**config.mk**
```make
export PLATFORM = sky130hd
export DESIGN_NAME = display_timings_prog
export DESIGN_NICKNAME = d
export VERILOG_FILES = /design/src/rtl/display_timings_pkg.sv /design/src/rtl/display_timings_prog_axis.sv /design/src/rtl/display_timings_prog.sv
export SDC_FILE = /design/constraint.sdc
export NUM_CORES = 1
export LEC_CHECK = 0
export BUFFER_PORTS_ARGS = -buffer_cell sky130_fd_sc_hd__buf_4
export CELL_PAD_IN_SITES_DETAIL_PLACEMENT = 1
export CELL_PAD_IN_SITES_GLOBAL_PLACEMENT = 2
export CORE_UTILIZATION = 41
export CTS_CLUSTER_DIAMETER = 200
export DETAILED_ROUTE_END_ITERATION = 8
export PLACE_DENSITY = 0.91
export SLEW_MARGIN = 20
export SYNTH_ARGS = -nofsm -noshare
export SYNTH_HDL_FRONTEND = slang
export SYNTH_SLANG_ARGS = --single-unit
```
**constraint.sdc**
```tcl
create_clock -name i_pix_clk -period 12.95 [get_ports i_pix_clk]
set_input_delay 1.295 -clock i_pix_clk [delete_from_list [all_inputs] [get_ports i_pix_clk]]
set_output_delay 1.295 -clock i_pix_clk [all_outputs]
set_load 0.05 [all_outputs]
```
**src/rtl/display_timings_pkg.sv**
```systemverilog
// Shared types, presets and config checks for the programmable display timing generator.
package display_timings_pkg;

    localparam int CORDW = 16;
    localparam int FW    = CORDW - 1;

    typedef struct packed {
        logic [FW-1:0] h_res;
        logic [FW-1:0] h_fp;
        logic [FW-1:0] h_sync;
        logic [FW-1:0] h_bp;
        logic [FW-1:0] v_res;
        logic [FW-1:0] v_fp;
        logic [FW-1:0] v_sync;
        logic [FW-1:0] v_bp;
        logic          h_pol;
        logic          v_pol;
    } timing_cfg_t;

    localparam timing_cfg_t TIMING_640x480 = '{
        h_res: 15'd640,  h_fp: 15'd16,  h_sync: 15'd96, h_bp: 15'd48,
        v_res: 15'd480,  v_fp: 15'd10,  v_sync: 15'd2,  v_bp: 15'd33,
        h_pol: 1'b0,     v_pol: 1'b0
    };

    localparam timing_cfg_t TIMING_1280x720 = '{
        h_res: 15'd1280, h_fp: 15'd110, h_sync: 15'd40, h_bp: 15'd220,
        v_res: 15'd720,  v_fp: 15'd5,   v_sync: 15'd5,  v_bp: 15'd20,
        h_pol: 1'b1,     v_pol: 1'b1
    };

    // The blanking total must fit the unsigned field width so its negation fits signed CORDW.
    function automatic logic blank_fits(input logic [FW-1:0] fp, input logic [FW-1:0] sync,
                                        input logic [FW-1:0] bp);
        logic [FW+1:0] sum_s;
        sum_s = {2'b00, fp} + {2'b00, sync} + {2'b00, bp};
        return (sum_s[FW+1:FW] == 2'b00);
    endfunction

    function automatic logic cfg_valid(input timing_cfg_t c);
        return (c.h_res  != {FW{1'b0}}) && (c.v_res  != {FW{1'b0}}) &&
               (c.h_sync != {FW{1'b0}}) && (c.v_sync != {FW{1'b0}}) &&
               blank_fits(c.h_fp, c.h_sync, c.h_bp) &&
               blank_fits(c.v_fp, c.v_sync, c.v_bp);
    endfunction

    // First blanking position of an axis: -(fp+sync+bp), fields zero-extended first.
    function automatic logic signed [CORDW-1:0] axis_sta(input logic [FW-1:0] fp,
                                                         input logic [FW-1:0] sync,
                                                         input logic [FW-1:0] bp);
        logic [CORDW-1:0] sum_s;
        sum_s = {1'b0, fp} + {1'b0, sync} + {1'b0, bp};
        return -signed'(sum_s);
    endfunction

endpackage

```
**src/rtl/display_timings_prog_axis.sv**
```systemverilog
// One beam-position axis: counts STA..res-1, reports its wrap and decodes sync for the next position.
module timing_axis import display_timings_pkg::*; #(
    parameter logic signed [CORDW-1:0] RST_STA = -16'sd160,
    parameter logic                    RST_POL = 1'b0
) (
    input  logic                    clk,
    input  logic                    rst_n,
    input  logic                    restart,
    input  logic                    en,
    input  logic [FW-1:0]           cur_res,
    input  logic [FW-1:0]           nxt_fp,
    input  logic [FW-1:0]           nxt_sync,
    input  logic [FW-1:0]           nxt_bp,
    input  logic                    nxt_pol,
    output logic signed [CORDW-1:0] pos,
    output logic signed [CORDW-1:0] pos_nxt,
    output logic                    at_sta_nxt,
    output logic                    wrap,
    output logic                    sync_out
);

    localparam logic signed [CORDW-1:0] ONE = {{(CORDW-1){1'b0}}, 1'b1};

    logic signed [CORDW-1:0] pos_r;
    logic signed [CORDW-1:0] end_s;
    logic signed [CORDW-1:0] sta_s;
    logic signed [CORDW-1:0] ss_s;
    logic signed [CORDW-1:0] se_s;
    logic                    in_sync_s;
    logic                    sync_r;

    // End is decided by the active config; STA and sync windows by the config in force next cycle.
    assign end_s      = signed'({1'b0, cur_res}) - ONE;
    assign wrap       = en && (pos_r == end_s);
    assign sta_s      = axis_sta(nxt_fp, nxt_sync, nxt_bp);
    assign ss_s       = sta_s + signed'({1'b0, nxt_fp});
    assign se_s       = ss_s + signed'({1'b0, nxt_sync});
    assign at_sta_nxt = (pos_nxt == sta_s);
    assign in_sync_s  = (pos_nxt >= ss_s) && (pos_nxt < se_s);

    // Next position: restart and wrap both land on STA.
    always_comb begin
        pos_nxt = pos_r;
        if (restart || wrap) begin
            pos_nxt = sta_s;
        end else if (en) begin
            pos_nxt = pos_r + ONE;
        end else begin
            pos_nxt = pos_r;
        end
    end

    // Position counter and polarity-adjusted sync register.
    always_ff @(posedge clk or negedge rst_n) begin
        if (!rst_n) begin
            pos_r  <= RST_STA;
            sync_r <= ~RST_POL;
        end else begin
            pos_r  <= pos_nxt;
            sync_r <= nxt_pol ? in_sync_s : ~in_sync_s;
        end
    end

    assign pos      = pos_r;
    assign sync_out = sync_r;

endmodule

```
**src/rtl/display_timings_prog.sv**
```systemverilog
// Runtime-programmable display timing generator; new configs are staged and applied on a frame boundary.
module display_timings_prog #(
    parameter int   CORDW    = 16,
    parameter int   D_H_RES  = 640,
    parameter int   D_H_FP   = 16,
    parameter int   D_H_SYNC = 96,
    parameter int   D_H_BP   = 48,
    parameter int   D_V_RES  = 480,
    parameter int   D_V_FP   = 10,
    parameter int   D_V_SYNC = 2,
    parameter int   D_V_BP   = 33,
    parameter logic D_H_POL  = 1'b0,
    parameter logic D_V_POL  = 1'b0
) (
    input  logic                    i_pix_clk,
    input  logic                    i_rst_n,
    input  logic                    i_restart,
    input  logic                    i_cfg_valid,
    output logic                    o_cfg_ready,
    input  logic [CORDW-2:0]        i_cfg_h_res,
    input  logic [CORDW-2:0]        i_cfg_h_fp,
    input  logic [CORDW-2:0]        i_cfg_h_sync,
    input  logic [CORDW-2:0]        i_cfg_h_bp,
    input  logic [CORDW-2:0]        i_cfg_v_res,
    input  logic [CORDW-2:0]        i_cfg_v_fp,
    input  logic [CORDW-2:0]        i_cfg_v_sync,
    input  logic [CORDW-2:0]        i_cfg_v_bp,
    input  logic                    i_cfg_h_pol,
    input  logic                    i_cfg_v_pol,
    output logic                    o_cfg_pending,
    output logic                    o_cfg_err,
    output logic                    o_hs,
    output logic                    o_vs,
    output logic                    o_de,
    output logic                    o_frame,
    output logic                    o_line,
    output logic signed [CORDW-1:0] o_sx,
    output logic signed [CORDW-1:0] o_sy
);
    import display_timings_pkg::*;

    localparam timing_cfg_t DEF_CFG = '{
        h_res: FW'(D_H_RES), h_fp: FW'(D_H_FP), h_sync: FW'(D_H_SYNC), h_bp: FW'(D_H_BP),
        v_res: FW'(D_V_RES), v_fp: FW'(D_V_FP), v_sync: FW'(D_V_SYNC), v_bp: FW'(D_V_BP),
        h_pol: D_H_POL,      v_pol: D_V_POL
    };

    timing_cfg_t act_r, shd_r, cfg_in_s, cfg_nxt_s, shd_nxt_s;
    logic        pending_r, pending_nxt_s, err_r, err_nxt_s;
    logic        accept_s, apply_s;
    logic        h_wrap_s, v_wrap_s, h_at_sta_s, v_at_sta_s;
    logic signed [CORDW-1:0] h_pos_nxt_s, v_pos_nxt_s;
    logic        de_r, frame_r, line_r;

    assign cfg_in_s = '{
        h_res: i_cfg_h_res, h_fp: i_cfg_h_fp, h_sync: i_cfg_h_sync, h_bp: i_cfg_h_bp,
        v_res: i_cfg_v_res, v_fp: i_cfg_v_fp, v_sync: i_cfg_v_sync, v_bp: i_cfg_v_bp,
        h_pol: i_cfg_h_pol, v_pol: i_cfg_v_pol
    };

    // Restart blocks the handshake and applies any staged config together with the counter jump.
    assign o_cfg_ready = ~pending_r & ~i_restart;
    assign accept_s    = i_cfg_valid & o_cfg_ready;
    assign apply_s     = pending_r & (i_restart | v_wrap_s);
    assign cfg_nxt_s   = apply_s ? shd_r : act_r;

    // Handshake, apply and error decisions for the next cycle.
    always_comb begin
        shd_nxt_s     = shd_r;
        pending_nxt_s = pending_r;
        err_nxt_s     = 1'b0;
        if (apply_s) begin
            pending_nxt_s = 1'b0;
        end else if (accept_s) begin
            if (cfg_valid(cfg_in_s)) begin
                shd_nxt_s     = cfg_in_s;
                pending_nxt_s = 1'b1;
            end else begin
                err_nxt_s = 1'b1;
            end
        end else begin
            pending_nxt_s = pending_r;
        end
    end

    // Active/shadow config and handshake status registers.
    always_ff @(posedge i_pix_clk or negedge i_rst_n) begin
        if (!i_rst_n) begin
            act_r     <= DEF_CFG;
            shd_r     <= DEF_CFG;
            pending_r <= 1'b0;
            err_r     <= 1'b0;
        end else begin
            act_r     <= cfg_nxt_s;
            shd_r     <= shd_nxt_s;
            pending_r <= pending_nxt_s;
            err_r     <= err_nxt_s;
        end
    end

    timing_axis #(
        .RST_STA (axis_sta(FW'(D_H_FP), FW'(D_H_SYNC), FW'(D_H_BP))),
        .RST_POL (D_H_POL)
    ) u_h_axis (
        .clk        (i_pix_clk),
        .rst_n      (i_rst_n),
        .restart    (i_restart),
        .en         (1'b1),
        .cur_res    (act_r.h_res),
        .nxt_fp     (cfg_nxt_s.h_fp),
        .nxt_sync   (cfg_nxt_s.h_sync),
        .nxt_bp     (cfg_nxt_s.h_bp),
        .nxt_pol    (cfg_nxt_s.h_pol),
        .pos        (o_sx),
        .pos_nxt    (h_pos_nxt_s),
        .at_sta_nxt (h_at_sta_s),
        .wrap       (h_wrap_s),
        .sync_out   (o_hs)
    );

    timing_axis #(
        .RST_STA (axis_sta(FW'(D_V_FP), FW'(D_V_SYNC), FW'(D_V_BP))),
        .RST_POL (D_V_POL)
    ) u_v_axis (
        .clk        (i_pix_clk),
        .rst_n      (i_rst_n),
        .restart    (i_restart),
        .en         (h_wrap_s),
        .cur_res    (act_r.v_res),
        .nxt_fp     (cfg_nxt_s.v_fp),
        .nxt_sync   (cfg_nxt_s.v_sync),
        .nxt_bp     (cfg_nxt_s.v_bp),
        .nxt_pol    (cfg_nxt_s.v_pol),
        .pos        (o_sy),
        .pos_nxt    (v_pos_nxt_s),
        .at_sta_nxt (v_at_sta_s),
        .wrap       (v_wrap_s),
        .sync_out   (o_vs)
    );

    // Beam flags registered from the next-state positions so they line up with o_sx/o_sy.
    always_ff @(posedge i_pix_clk or negedge i_rst_n) begin
        if (!i_rst_n) begin
            de_r    <= 1'b0;
            frame_r <= 1'b1;
            line_r  <= 1'b1;
        end else begin
            de_r    <= ~h_pos_nxt_s[CORDW-1] & ~v_pos_nxt_s[CORDW-1];
            frame_r <= h_at_sta_s & v_at_sta_s;
            line_r  <= h_at_sta_s;
        end
    end

    assign o_cfg_pending = pending_r;
    assign o_cfg_err     = err_r;
    assign o_de          = de_r;
    assign o_frame       = frame_r;
    assign o_line        = line_r;

endmodule

```
==> run_results.csv, run 1 <==
group,metric,value,unit
floorplanning,core,49200,um2
setup_path,path_depth,39,
timing,setup-tns-final,0,ns
placed_design,portBuffers,165,
yosys,syn_nets,2343,
setup_path,rr_endpoint,"u_v_axis.sync_out$_DFF_PN1_",
routing,wl_per_cell,21.9,um
routing,drc_errors,0,
floorplanning,die_h,226,um
setup_path,path_buf_inv,6,
grt,overflow,0,
floorplanning,die_area,50900,um2
clock_tree,cts_setup_buffers,0,
setup_path,critPathMaxFanout,66,
setup_path,reg2reg_slack,2.26,ns
status,outcome,"complete, no violations",
setup_path,crit_top_cell,"ha_1",
yosys,yosys_warnings,0,
setup_path,crit_type,"register to register",
routing,dr.pass1.iters,5,
clock_tree,htree_levels,2,
setup_path,cp_data_required_time,13.42,ns
timing,fmax,93.5,MHz
final_layout,area_growth,15.7,%
setup_path,endpoint_kind,"register",
yosys,synth_edf_count,0,
timing,rsz0062_at_grt,"no",
timing,relSlewSlack,0.362,
grt,antenna_found_initial,0,
timing,setup_viol,0,
setup_path,r2r-start,"act_r[107]$_DFFE_PN0N_",
floorplanning,die_w,226,um
clock_tree,cts_tree,"done",
clock_tree,post_cts_resized,0,
yosys,syn_area_per_cell,10.6,um2
floorplanning,placementRows,81,
hold_path,hp-class,"register to register",
clock_tree,insertion_delay,0.55,ns
setup_path,worst-r2r-cell-count,39,
final_layout,stdcell_count,2787,
routing,wirelength,61.0,mm
grt,grt.total_usage,0.247,
setup_path,cp.arrival,11.17,ns
yosys,synth_cell_type_count,67,
timing,tightest_slew,0.957,ns
timing,slew_viol_final,0,
setup_path,crit_start,"act_r[107]$_DFFE_PN0N_",
clock_tree,cts_hold_buf,0,
setup_path,slowest_delay,0.67,ns
setup_path,worst_setup_path_start_kind,"register",
final_layout,fin_nets,2507,
grt,grt_max_degree,179,
setup_path,crit_family,"adder cells",
routing,vias,15300,
yosys,yosys_register_bits,283,
yosys,synthArstFlopShare,1.00,
setup_path,critPathSlowestCell,"or4_1",
yosys,syn_inst,1933,
setup_path,endpoint,"u_v_axis.sync_out$_DFF_PN1_",
placed_design,place_inst,2724,
routing,drtIter0Drc,628,
yosys,synthesis.area,20500,um2
clock_tree,max-clock-path-buffers,3,
timing,hold_viol,0,
timing,skew,0.0178,ns
timing,fin_crit,10.69,ns
run,drv_cap,0,
clock_tree,root_buffer,"clkbuf_16",
routing,viasPerCell,5.49,
yosys,ys_seq_area_frac,0.349,
grt,grt_pass1_vias,17000,
clock_tree,clk_pin_slew,0.06,ns
clock_tree,clkSinkCount,283,
timing,finalCritPeriodShare,0.826,
clock_tree,numCtsBuffers,35,
routing,antenna_left,0,
placed_design,dp_hpwl,47.9,mm
floorplanning,ios,166,
floorplanning,start_util,0.417,
grt,grt_pass1_wl,96.2,mm
final_layout,antennaDiodeCount,0,
final_layout,drive_gt1_frac,0.234,
placed_design,gp_congestion,0.910,
yosys,synthFlopType,"dfrtp_1",
per-layer routing:
| metal | GRT usage | share of wire | up-vias |
|---|---|---|---|
| li1 | - | - | 7207 |
| met1 | 0.292 | 0.41 | 7802 |
| met2 | 0.460 | 0.53 | 192 |
| met3 | 0.0288 | 0.023 | 91 |
| met4 | 0.0801 | 0.031 | 0 |
| met5 | 0 | 0 | - |
worst min-delay path by stage:
stage | depth (start not counted) | slack (ns) | from | to
6_report | 2 | 0.49 | shd_r[57]$_DFFE_PN0P_ | act_r[57]$_DFFE_PN0N_
5_1_grt | 2 | 0.51 | shd_r[57]$_DFFE_PN0P_ | act_r[57]$_DFFE_PN0N_
4_1_cts | 2 | 0.49 | shd_r[57]$_DFFE_PN0P_ | act_r[57]$_DFFE_PN0N_
2_1_floorplan | 2 | 0.45 | shd_r[107]$_DFFE_PN0P_ | act_r[107]$_DFFE_PN0N_
3_3_place_gp | 2 | 0.46 | shd_r[57]$_DFFE_PN0P_ | act_r[57]$_DFFE_PN0N_
3_5_place_dp | 2 | 0.47 | shd_r[57]$_DFFE_PN0P_ | act_r[57]$_DFFE_PN0N_
cell usage in the layout, fill, tap and decap left out, types with 59 or more instances in the layout:
cell,instances
mux2i_1,62
a21oi_1,106
nor2_1,72
dfrtp_1,224
ha_1,222
inv_1,169
buf_4,170
mux2_2,190
xor2_1,59
nand2_1,70
dfstp_2,59
xnor2_1,100
o21ai_0,71
fa_1,62
cell families (layout without fill, tap and decap cells):
logic type / count (synthesis) / after routing / share of synthesized area
AOI/OAI and AO/OA: 332 / 332 / 0.103
adders and majority gates: 284 / 284 / 0.196
DFF: 283 / 283 / 0.349
xor gates and xnor gates: 160 / 160 / 0.0691
and+or+nand+nor: 406 / 406 / 0.106
buffers and inverters: 216 / 406 / 0.0414
muxes: 252 / 252 / 0.135
synthesized netlist by cell type, types with 6 or more instances:
cell type	instances	share of area
o21ai_0	71	0.017
dfstp_2	59	0.076
xor2_1	59	0.025
mux2i_1	62	0.030
nand2b_1	28	0.0086
and3_1	16	0.0049
xnor2_1	100	0.043
dfrtp_1	224	0.27
mux2_2	190	0.10
nor3_1	40	0.0098
o21a_1	12	0.0044
ha_1	222	0.14
a31oi_1	11	0.0034
nand4_1	36	0.011
nor2_1	72	0.013
buf_4	6	0.0022
fa_1	62	0.061
a21oi_1	107	0.026
inv_1	169	0.031
a211oi_1	12	0.0044
nor2b_1	27	0.0082
and4_1	8	0.0034
nor4_1	23	0.0070
o21bai_1	15	0.0055
nand2_1	70	0.013
nand3_1	44	0.011
buf_2	12	0.0029
a21o_1	41	0.015
o211ai_1	8	0.0029
or3_1	8	0.0024
a31o_2	6	0.0026
or4_1	9	0.0033
clkbuf_1	26	0.0048
sequential cells by signal, summed over array words and instances (netlist names):
signal and cells:
o_cfg_err 1, shd_r 122, u_h_axis.sync_out 1, o_frame 1
u_v_axis.pos 16, o_de 1, act_r 122, o_cfg_pending 1
u_v_axis.sync_out 1, u_h_axis.pos 16, o_line 1
worst register-to-register path, delay by kind of cell, from the launching register on:
family / cells / cell delay, ns
mux: 1 / 0.42
flops: 1 / 0.43
simple gates: 10 / 2.49
fa+ha+maj: 8 / 2.89
compound gates: 9 / 2.10
buf+inv: 6 / 1.00
xor+xnor: 5 / 1.35
cell type report:
cell class | count | area (um2)
Clock inverter | 17 | 287
Multi-Input combinational cell | 1434 | 12500
Clock buffer | 46 | 957
Sequential cell | 283 | 7160
Tap cell | 664 | 831
Fill cell | 5396 | 25500
Inverter | 169 | 634
Timing Repair Buffer | 174 | 1340
stage by stage:
stage / hold slack (ns) / utilization / setup slack, ns / instance area, um2
after global routing: 0.513 / 0.482 / 1.39 / 23700
after global placement: 0.465 / 0.457 / 2.66 / 22500
final: 0.486 / 0.482 / 2.26 / 23700
after floorplan: 0.446 / - / 3.66 / 20500
after CTS: 0.486 / 0.482 / 2.24 / 23700
after detailed placement: 0.472 / 0.457 / 2.29 / 22500
Power of run 1 is not shown: default switching activity piles up to over one toggle a cycle in this logic, so the estimate is an artifact.
==> run 2, diff against run 1 <==
--- a/config.mk
+++ b/config.mk
@@ -8,10 +8,10 @@
 export BUFFER_PORTS_ARGS = -buffer_cell sky130_fd_sc_hd__buf_4
 export CELL_PAD_IN_SITES_DETAIL_PLACEMENT = 1
 export CELL_PAD_IN_SITES_GLOBAL_PLACEMENT = 2
-export CORE_UTILIZATION = 41
+export CORE_UTILIZATION = 37
 export CTS_CLUSTER_DIAMETER = 200
 export DETAILED_ROUTE_END_ITERATION = 8
-export PLACE_DENSITY = 0.91
+export PLACE_DENSITY = 0.87
 export SLEW_MARGIN = 20
 export SYNTH_ARGS = -nofsm -noshare
 export SYNTH_HDL_FRONTEND = slang
==> constraint.sdc (replaced) <==
create_clock -name i_pix_clk -period 9.33 [get_ports i_pix_clk]
set_input_delay 0.933 -clock i_pix_clk [delete_from_list [all_inputs] [get_ports i_pix_clk]]
set_output_delay 0.933 -clock i_pix_clk [all_outputs]
set_load 0.05 [all_outputs]
==> run_results.csv, run 2 (synthesis gave the netlist of run 1 again) <==
group,metric,value,unit
routing,drc_errors,0,
routing,antenna_left,0,
floorplanning,ios,166,
floorplanning,die_area,56300,um2
final_layout,antennaDiodeCount,0,
setup_path,critPathMaxFanout,9,
timing,tightest_slew,0.977,ns
setup_path,worst_setup_path_start_kind,"register",
timing,skew,0.0271,ns
hold_path,hp-class,"primary input to async pin",
placed_design,gp_congestion,0.863,
placed_design,dp_slack,-0.332,ns
status,outcome,"complete, no violations",
timing,slew_viol_final,0,
timing,hold_viol,0,
final_layout,fin_nets,2625,
grt,overflow,0,
clock_tree,cts_tree,"done",
setup_path,critPathSlowestCell,"or4_4",
timing,setup_slack,0.135,ns
run,drv_cap,0,
routing,wl_per_cell,22.5,um
clock_tree,root_buffer,"clkbuf_16",
grt,grt_pass1_wl,98.5,mm
floorplanning,die_w,237,um
placed_design,portBuffers,165,
routing,viasPerCell,5.38,
floorplanning,placementRows,85,
final_layout,top_regs,"act_r: 122 flops, shd_r: 122 flops",
clock_tree,insertion_delay,0.56,ns
final_layout,register_area,7160,um2
timing,fin_crit,9.19,ns
grt,grt_max_degree,126,
setup_path,crit_type,"register to register",
timing,setup_viol,0,
floorplanning,die_h,237,um
final_layout,drive_gt1_frac,0.332,
clock_tree,numCtsBuffers,35,
setup_path,cp.arrival,9.67,ns
setup_path,crit_family,"compound AO/OA/AOI/OAI gates",
floorplanning,start_util,0.378,
timing,relSlewSlack,0.349,
clock_tree,clkSinkCount,283,
placed_design,place_inst,2818,
grt,grt.total_usage,0.226,
clock_tree,htree_levels,2,
grt,antenna_found_initial,2,
final_layout,fillCellCount,5884,
final_layout,stdcell_count,2937,
setup_path,path_buf_inv,6,
final_layout,final_common_cell,"buf_4",
setup_path,endpoint_kind,"register",
floorplanning,core,54200,um2
routing,dr.pass1.iters,5,
grt,grt_pass1_vias,17300,
setup_path,slowest_delay,0.56,ns
clock_tree,clk_pin_slew,0.06,ns
setup_path,cp_data_required_time,9.80,ns
routing,wirelength,66.0,mm
clock_tree,max-clock-path-buffers,3,
final_layout,multi_input_area,13400,um2
final_layout,layout_common_cells,"buf_4 (278), dfrtp_1 (224), ha_1 (196)",
clock_tree,cts_hold_buf,0,
timing,fmax,109,MHz
routing,vias,15800,
placed_design,dp_hpwl,49.6,mm
routing,drtIter0Drc,691,
final_layout,area_growth,24.9,%
timing,setup-tns-final,0,ns
timing,rsz0062_at_grt,"yes",
timing,finalCritPeriodShare,0.986,
## run 2: worst paths after layout
kind,depth (start not counted),start,slack [ns],endpoint
max in group asynchronous,3,i_rst_n,6.81,shd_r[51]$_DFFE_PN0P_
worst max-delay path,42,act_r[108]$_DFFE_PN0N_,0.14,u_h_axis.sync_out$_DFF_PN1_
worst max register to register,42,act_r[108]$_DFFE_PN0N_,0.14,u_h_axis.sync_out$_DFF_PN1_
worst min register to register,2,shd_r[48]$_DFFE_PN0P_,0.50,act_r[48]$_DFFE_PN0N_
worst min-delay path,1,i_rst_n,0.50,shd_r[9]$_DFFE_PN0P_
min in group i_pix_clk,2,shd_r[48]$_DFFE_PN0P_,0.50,act_r[48]$_DFFE_PN0N_
## run 2: repair_timing
item / 4_1_cts / 5_1_grt
pin swaps: 21 / 58
setup endpoints to repair: 2 / 2
setup buffers: 18 / 34
cloned: 2 / 2
gates resized for setup: 51 / 143
endpoints found under the hold margin: 0 / 0
## run 2: area by class of cell
cell class,count,area share
Multi-Input combinational cell,1434,0.523
Sequential cell,283,0.280
Timing Repair Buffer,292,0.0941
Clock buffer,48,0.0385
Tap cell,696,0.0341
Inverter,169,0.0248
Clock inverter,15,0.00626
## run 2: metal layers
metal	global-route usage	wire, um	share of wire
met2	0.417	35100	0.53
met3	0.0321	2240	0.034
met1	0.264	25800	0.39
met4	0.0813	2840	0.043
met5	0	0	0
## run 2: metrics by stage
step                      area (um2)  utilization  hold WS (ns)
after global placement         23000        0.423         0.464
after floorplan                20500            -         0.446
final                          25600        0.472         0.497
after CTS                      24500        0.452         0.505
after detailed placement       23000        0.423         0.479
after global routing           25600        0.472         0.522
Power of run 2 is left out for the same reason.
==> run 3, diff against run 2 <==
--- a/config.mk
+++ b/config.mk
@@ -12,6 +12,7 @@
 export CTS_CLUSTER_DIAMETER = 200
 export DETAILED_ROUTE_END_ITERATION = 8
 export PLACE_DENSITY = 0.87
+export REMOVE_ABC_BUFFERS = 1
 export SLEW_MARGIN = 20
 export SYNTH_ARGS = -nofsm -noshare
 export SYNTH_HDL_FRONTEND = slang
==> run_results.csv, run 3 (synthesis gave the netlist of run 1 again) <==
group,metric,value,unit
clock_tree,root_buffer,"clkbuf_16",
final_layout,fin_nets,2660,
setup_path,critPathMaxFanout,5,
timing,finalCritPeriodShare,0.979,
final_layout,layout_common_cells,"buf_4 (310), dfrtp_1 (224), ha_1 (201)",
placed_design,postPlaceCellArea,23200,um2
final_layout,area_growth,25.9,%
setup_path,crit_type,"register to register",
clock_tree,cts_hold_buf,0,
final_layout,fillCellCount,5840,
routing,antenna_left,0,
placed_design,portBuffers,165,
grt,grt_max_degree,153,
clock_tree,max-clock-path-buffers,3,
timing,hold_viol,0,
run,drv_cap,0,
clock_tree,clk_pin_slew,0.06,ns
floorplanning,core,54200,um2
placed_design,dp_hpwl,47.2,mm
timing,whs,0.318,ns
final_layout,register_area,7160,um2
clock_tree,htree_levels,2,
setup_path,path_buf_inv,4,
setup_path,slowest_delay,0.57,ns
timing,setup_slack,0.191,ns
routing,wl_per_cell,21.4,um
final_layout,drive_gt1_frac,0.337,
timing,fmax,109,MHz
floorplanning,ios,166,
clock_tree,insertion_delay,0.55,ns
status,outcome,"complete, no violations",
hold_path,hp-class,"primary input to async pin",
grt,grt_pass1_vias,17500,
routing,wirelength,63.7,mm
placed_design,gp_congestion,0.891,
placed_design,dp_slack,-0.393,ns
floorplanning,placementRows,85,
grt,grt_pass1_wl,96.2,mm
routing,drc_errors,0,
setup_path,cp.arrival,9.61,ns
timing,rsz0062_at_grt,"yes",
timing,fin_crit,9.14,ns
timing,slew_viol_final,0,
setup_path,crit_family,"compound AO/OA/AOI/OAI gates",
timing,tightest_slew,1.01,ns
routing,vias,15900,
routing,dr.pass1.iters,5,
grt,grt.total_usage,0.218,
clock_tree,cts_tree,"done",
routing,drtIter0Drc,573,
floorplanning,die_h,237,um
final_layout,multi_input_area,13200,um2
routing,viasPerCell,5.36,
clock_tree,numCtsBuffers,36,
grt,overflow,0,
setup_path,critPathSlowestCell,"or4_4",
final_layout,top_regs,"act_r: 122 flops, shd_r: 122 flops",
final_layout,final_common_cell,"buf_4",
timing,skew,0.0245,ns
floorplanning,die_w,237,um
floorplanning,die_area,56300,um2
final_layout,stdcell_area,25800,um2
floorplanning,start_util,0.378,
setup_path,worst_setup_path_start_kind,"register",
setup_path,endpoint_kind,"register",
timing,setup_viol,0,
timing,relSlewSlack,0.329,
setup_path,crit_top_cell,"ha_1",
setup_path,cp_data_required_time,9.81,ns
clock_tree,clkSinkCount,283,
grt,antenna_found_initial,2,
==> run 3: changes by cell type in the layout (fill, tap and decap cells not counted), sizes merged <==
| cell | before | now |
|---|---|---|
| buf | 289 | 322 |
| clkinvlp | 1 | 4 |
| bufinv | 2 | 4 |
| clkinv | 11 | 9 |
| bufbuf | 1 | 0 |
| clkbuf | 50 | 49 |
| diode | 0 | 1 |
| inv | 170 | 171 |
==> run 3: path summary, 6_finish.rpt <==
| path | start | to | slack (ns) | cells past startpoint |
|---|---|---|---|---|
| setup / recovery | act_r[108]$_DFFE_PN0N_ | u_h_axis.sync_out$_DFF_PN1_ | 0.19 | 40 |
| hold / removal | i_rst_n | act_r[105]$_DFF_PN0_ | 0.32 | 1 |
| setup reg to reg | act_r[108]$_DFFE_PN0N_ | u_h_axis.sync_out$_DFF_PN1_ | 0.19 | 40 |
| hold reg to reg | shd_r[47]$_DFFE_PN0P_ | act_r[47]$_DFFE_PN0N_ | 0.49 | 2 |
| max in group asynchronous | i_rst_n | shd_r[92]$_DFFE_PN0P_ | 7.65 | 2 |
| min in group i_pix_clk | shd_r[47]$_DFFE_PN0P_ | act_r[47]$_DFFE_PN0N_ | 0.49 | 2 |
==> run 3: layer usage <==
layer	GRT usage	up-vias	wire (um)
met5	0	-	0
met4	0.0688	0	1740
met3	0.0316	92	2140
met2	0.397	240	33700
met1	0.261	8067	26100
li1	-	7529	-
==> run 3: stage by stage <==
stage / instances / TNS [ns] / util
after floorplan: 1886 / -37.51 / -
after global placement: 2850 / 0 / 0.428
after detailed placement: 2850 / -0.739 / 0.428
after CTS: 2931 / 0 / 0.457
after global routing: 2972 / -0.554 / 0.475
final: 2973 / 0 / 0.475
==> run 3: area by class of cell <==
type,count,area share
well taps,696,0.0338
flip-flops and latches,283,0.277
inverters,169,0.0246
multi-input cells,1434,0.512
clock buffers,45,0.0394
clock inverters,19,0.00883
repair buffers,326,0.103
diodes,1,0.0000970
==> run 3: what timing repair did <==
item                                    CTS  global route
gates cloned                              1             4
setup buffers                            16            37
endpoints found under the setup margin    2             2
gates resized for setup                  44           134
pin swaps                                18            81
Power of run 3 is left out for the same reason.
